===== config.mk =====
export PLATFORM = sky130hd
export DESIGN_NAME = debounced_input_pio
export DESIGN_NICKNAME = d
export VERILOG_FILES = /design/src/rtl/debounced_input_pio.sv
export SDC_FILE = /design/constraint.sdc
export NUM_CORES = 1
export LEC_CHECK = 0
export CAP_MARGIN = 25
export CORE_AREA = 4 4 135 149
export DETAILED_ROUTE_END_ITERATION = 8
export DIE_AREA = 0 0 139 153
export HOLD_SLACK_MARGIN = 0.12
export PLACE_DENSITY = 0.4
export SLEW_MARGIN = 20
export SYNTH_ARGS = -nofsm -noshare
export SYNTH_HDL_FRONTEND = slang
export SYNTH_SLANG_ARGS = --single-unit

===== constraint.sdc =====
create_clock -name clk -period 2.3 [get_ports clk]
set_input_delay 0.46 -clock clk [delete_from_list [all_inputs] [get_ports clk]]
set_output_delay 0.46 -clock clk [all_outputs]
set_load 0.01 [all_outputs]

===== src/rtl/debounced_input_pio.sv =====
// Avalon-MM input PIO: per-bit two-flop synchronizer, counter debounce, sticky edge
// capture with write-1-to-clear, and a maskable registered level interrupt.
module debounced_input_pio #(
    parameter int unsigned      WIDTH           = 4,
    parameter int unsigned      DEBOUNCE_CYCLES = 50000,
    parameter int unsigned      EDGE_MODE       = 2,
    parameter logic [WIDTH-1:0] INIT_VALUE      = '0
) (
    input  logic             clk,
    input  logic             reset_n,
    input  logic [1:0]       avs_address,
    input  logic             avs_read,
    output logic [31:0]      avs_readdata,
    input  logic             avs_write,
    input  logic [31:0]      avs_writedata,
    output logic             ins_irq,
    input  logic [WIDTH-1:0] pin_in
);

    localparam int unsigned      CNT_W   = (DEBOUNCE_CYCLES > 1) ? $clog2(DEBOUNCE_CYCLES) : 1;
    localparam logic [CNT_W-1:0] CNT_MAX = CNT_W'(DEBOUNCE_CYCLES - 1);

    localparam logic [1:0] ADDR_DATA = 2'd0;
    localparam logic [1:0] ADDR_MASK = 2'd1;
    localparam logic [1:0] ADDR_EDGE = 2'd2;
    localparam logic [1:0] ADDR_RAW  = 2'd3;

    logic [WIDTH-1:0] sync1_q, sync2_q;
    logic [WIDTH-1:0] stable_q, stable_d;
    logic [CNT_W-1:0] cnt_q [WIDTH];
    logic [CNT_W-1:0] cnt_d [WIDTH];
    logic [WIDTH-1:0] mask_q, mask_d;
    logic [WIDTH-1:0] edge_q, edge_d;
    logic [WIDTH-1:0] rise, fall, capture, clr, wr_bits;
    logic             irq_d;
    logic [31:0]      rd_word;
    logic             unused_wdata;

    assign wr_bits      = avs_writedata[WIDTH-1:0];
    assign unused_wdata = ^avs_writedata;

    // Any cycle where sync2 agrees with stable restarts the count.
    always_comb begin
        stable_d = stable_q;
        for (int i = 0; i < WIDTH; i++) begin
            cnt_d[i] = '0;
            if (sync2_q[i] != stable_q[i]) begin
                if (cnt_q[i] == CNT_MAX) begin
                    stable_d[i] = sync2_q[i];
                end else begin
                    cnt_d[i] = cnt_q[i] + CNT_W'(1);
                end
            end
        end
    end

    assign rise = stable_d & ~stable_q;
    assign fall = stable_q & ~stable_d;

    always_comb begin
        if (EDGE_MODE == 0) begin
            capture = rise;
        end else if (EDGE_MODE == 1) begin
            capture = fall;
        end else begin
            capture = rise | fall;
        end
    end

    // A capture landing in the same cycle as its clear wins.
    assign clr    = (avs_write && avs_address == ADDR_EDGE) ? wr_bits : '0;
    assign edge_d = (edge_q & ~clr) | capture;
    assign mask_d = (avs_write && avs_address == ADDR_MASK) ? wr_bits : mask_q;
    assign irq_d  = |(edge_d & mask_d);

    always_comb begin
        rd_word = '0;
        unique case (avs_address)
            ADDR_DATA: rd_word[WIDTH-1:0] = stable_q;
            ADDR_MASK: rd_word[WIDTH-1:0] = mask_q;
            ADDR_EDGE: rd_word[WIDTH-1:0] = edge_q;
            ADDR_RAW:  rd_word[WIDTH-1:0] = sync2_q;
            default:   rd_word = '0;
        endcase
    end

    always_ff @(posedge clk or negedge reset_n) begin
        if (!reset_n) begin
            sync1_q      <= INIT_VALUE;
            sync2_q      <= INIT_VALUE;
            stable_q     <= INIT_VALUE;
            mask_q       <= '0;
            edge_q       <= '0;
            ins_irq      <= 1'b0;
            avs_readdata <= '0;
            for (int i = 0; i < WIDTH; i++) begin
                cnt_q[i] <= '0;
            end
        end else begin
            sync1_q  <= pin_in;
            sync2_q  <= sync1_q;
            stable_q <= stable_d;
            mask_q   <= mask_d;
            edge_q   <= edge_d;
            ins_irq  <= irq_d;
            if (avs_read) begin
                avs_readdata <= rd_word;
            end
            for (int i = 0; i < WIDTH; i++) begin
                cnt_q[i] <= cnt_d[i];
            end
        end
    end

endmodule


==> qor.csv <==
stage;metric;value;unit
status;status;complete, no violations;
detailed_routing;via count;3013;
cells_and_area;share of cells above drive strength 1;7.54;%
power;sequential power share;51.1;%
timing;Max Clock Freq;520;MHz
yosys;Syn Area/Cell;10.4;um^2
worst_setup_path;CP arrival;2.12;ns
grt;first-pass GRT wire length;15500;um
worst_setup_path;Worst EP required;2.50;ns
worst_setup_path;critical path launch point;avs_address[1];
timing;Worst-Margin Slew;0.504;ns
clocking;Clock Path Buffers;2;
worst_setup_path;FF-to-FF Start;cnt_q[32]$_DFF_PN0_;
timing;Setup Skew;0.00400;ns
floorplanning;Initial Utilization;23.8;%
min_path;launch point of the worst hold path;sync1_q[0]$_DFF_PN0_;
clocking;Reg clk slew, reported paths;0.06;ns
grt;GRT Total Usage;8.76;%
yosys;FF+latch count, synth;89;
clocking;# clock sinks;89;
yosys;Distinct cells, synth;38;
floorplanning;# IOs;75;
detailed_routing;vias per cell;4.34;
cells_and_area;Post-Route Utilization;27.3;%
floorplanning;# rows;52;
cells_and_area;antenna cells;0;
power;Leakage;2.09;nW
grt;grt ovf;0;
yosys;Synth Area in Simple Gates;21.9;%
cells_and_area;final layout net count;493;
grt;largest net degree at the start of global routing;55;
floorplanning;Die X;139;um
power;maximum VDD drop;0.281;mV
timing;final hold vios;0;
power;power share of the combinational group;7.5;%
clocking;CTS tree;yes;
detailed_routing;Initial DRC Count;80;
timing;Slew headroom;66.3;%
detailed_routing;routed wire length;8970;um
worst_setup_path;Worst setup SP type;input pin;
detailed_routing;Detail Route Antenna Nets;0;
yosys;register area share after synthesis;50.7;%
timing;final setup fails;0;
yosys;post-synthesis xor/xnor area fraction;10.8;%
timing;RSZ-0062 raised after global routing;false;
yosys;Post-Synthesis Cells;421;
floorplanning;full die area;0.0213;mm^2
cells_and_area;fillers;1983;
worst_setup_path;CP Max Fanout;4;
timing;max-slew violation count;0;
power;Pwr per Cell Area;642;mW/mm^2
yosys;Syn Std Cell Area;0.00439;mm^2
yosys;largest family of logic cells by synthesized area;simple AND/OR/NAND/NOR gates;
power;Psw;759;uW
yosys;post-synthesis compound-gate area fraction;3.99;%
placed_design;RePlAce Congestion;0.758;
timing;setup_tns;0;ns
detailed_routing;routed len/inst;12.9;um
floorplanning;Core Area;0.0185;mm^2
timing;crit share post-route;83.6;%
placed_design;buffers added on ports;18;
clocking;clock root buffer;clkbuf_16;
power;switch share;23.4;%
yosys;Post-Synth Adder-Cell Area;1.14;%
grt;antenna violations before repair;0;
clocking;Skew-Pair Late Insertion Delay;0.34;ns
clocking;H-tree depth;3;
timing;minimum clock period after layout;1.92;ns
worst_setup_path;CP Capture Type;register;
placed_design;post-DP HPWL;6300;um
detailed_routing;DRC violations left;0;
clocking;CTS Buf Count;9;
worst_setup_path;Crit Path Category;input pin to register;
yosys;mux contribution to synthesized area;5.01;%
floorplanning;die height;153;um
yosys;Synth warnings;0;
grt;number of global-route vias before repair;3087;
min_path;min-delay worst type;register to register;
detailed_routing;drt pass-1 iters;4;
flow_run;maxcap violations;0;
cells_and_area;Area Overhead vs Synth;15.0;%
power;cell-internal power;2.49;mW
power;clock network fraction of total power;41.4;%
==> power by group through the flow <==
| stage | registers [mW] | clock network [mW] | logic (mW) |
|---|---|---|---|
| floorplan | 1.68 | 0 | 0.154 |
| global placement | 1.69 | 0 | 0.247 |
| detailed placement | 1.69 | 0 | 0.248 |
| CTS | 1.66 | 1.40 | 0.251 |
| global route | 1.66 | 1.47 | 0.275 |
| finish | 1.66 | 1.34 | 0.244 |
==> metal layers <==
layer	wire, um	GRT usage [%]	up-vias
met5	0	0	-
met4	169	3.96	0
met3	239	1.78	13
met2	4060	13.6	42
met1	4500	11.8	1477
li1	-	-	1481
==> state kept, by name (all words and copies together) (netlist names) <==
name / flops
avs_readdata: 4
cnt_q: 64
edge_q: 4
ins_irq: 1
mask_q: 4
stable_q: 4
sync1_q: 4
sync2_q: 4
==> final cells by class <==
class                   count  area (um^2)  share of cell area (%)
repair buffers             24          238                    4.71
clock buffers              15          258                    5.10
inverters                  11         41.3                   0.817
well taps                 243          304                    6.02
flip-flops and latches     89         2230                    44.1
multi-input cells         312         1980                    39.3
==> kinds of logic after synthesis <==
kind of cell | Yosys count
other | 1
AO/OA/AOI/OAI | 30
XOR/XNOR | 54
AND/OR/NAND/NOR | 180
adder cells (fa/ha/maj) | 4
multiplexers | 16
buffers and inverters | 47
flip-flops | 89
==> worst max-delay path, cell delays in order <==
cell and delay [ns]:
clkdlybuf4s50_1 0.48, nand3b_1 0.29, mux2i_1 0.27, a211oi_1 0.07, or4_1 0.55
==> cell usage after synthesis <==
library cell,n,area (um^2)
clkbuf_1,6,22.5
a21oi_1,13,65.1
o21ai_0,8,40.0
nor2_1,58,218
or4b_2,1,10.0
ha_1,4,50.1
nor4b_1,4,35.0
or4_1,4,30.0
nand3_1,23,115
or3_1,4,25.0
conb_1,1,3.75
buf_2,2,10.0
o31ai_1,3,22.5
or3_4,1,11.3
o41ai_1,1,8.76
nor3_1,8,40.0
nand2_1,22,82.6
nor4bb_1,5,50.1
or2_2,1,6.26
or3_2,1,7.51
and4_1,2,17.5
a31o_2,1,8.76
nand4b_1,5,43.8
a211oi_1,4,30.0
and4b_1,2,20.0
xor2_1,20,175
nand4_1,15,93.8
nand3b_1,1,7.51
inv_1,11,41.3
nand3_2,1,10.0
nor4_1,9,56.3
mux2_2,8,90.1
buf_4,28,210
dfrtp_1,89,2230
xnor2_1,34,298
mux2i_1,4,40.0
and3_1,13,81.3
mux4_2,4,90.1
==> metrics by stage <==
step                power, mW  area, um^2  hold slack, ns  instances  worst slack (ns)
finish                   3.24        5050           0.347        694             0.376
global route             3.40        5050           0.364        694             0.276
CTS                      3.31        5050           0.349        694             0.385
detailed placement       1.94        4780           0.335        678            0.0203
global placement         1.93        4780           0.333        678            0.0382
floorplan                1.84        4500           0.164        448             0.495
==> layout by cell type (no fill, tap or decap), drive strengths merged, types with 8 or more instances in the layout <==
master,synthesis,final
xor2,20,20
nand2,22,22
nor3,8,8
o21ai,8,8
nand3,24,24
nand4,15,15
and3,13,13
clkdlybuf4s50,0,17
xnor2,34,34
nor2,58,58
dfrtp,89,89
nor4,9,9
clkbuf,6,15
a21oi,13,13
inv,11,11
conb,1,28
mux2,8,8
==> final timing paths <==
path	to	slack, ns	depth (start not counted)
setup / recovery	ins_irq$_DFF_PN0_	0.38	5
hold / removal	sync2_q[0]$_DFF_PN0_	0.35	0
setup reg to reg	ins_irq$_DFF_PN0_	0.43	5
hold reg to reg	sync2_q[0]$_DFF_PN0_	0.35	0
max in group asynchronous	cnt_q[40]$_DFF_PN0_	1.21	3
min in group asynchronous	cnt_q[56]$_DFF_PN0_	0.53	2
==> timing repair <==
item	4_1_cts	5_1_grt
setup buffers	0	0
hold buffers	1	0
endpoints found under the hold margin	15	0
resized for setup	0	0
Note: power is estimated with default switching activity, not from simulation.
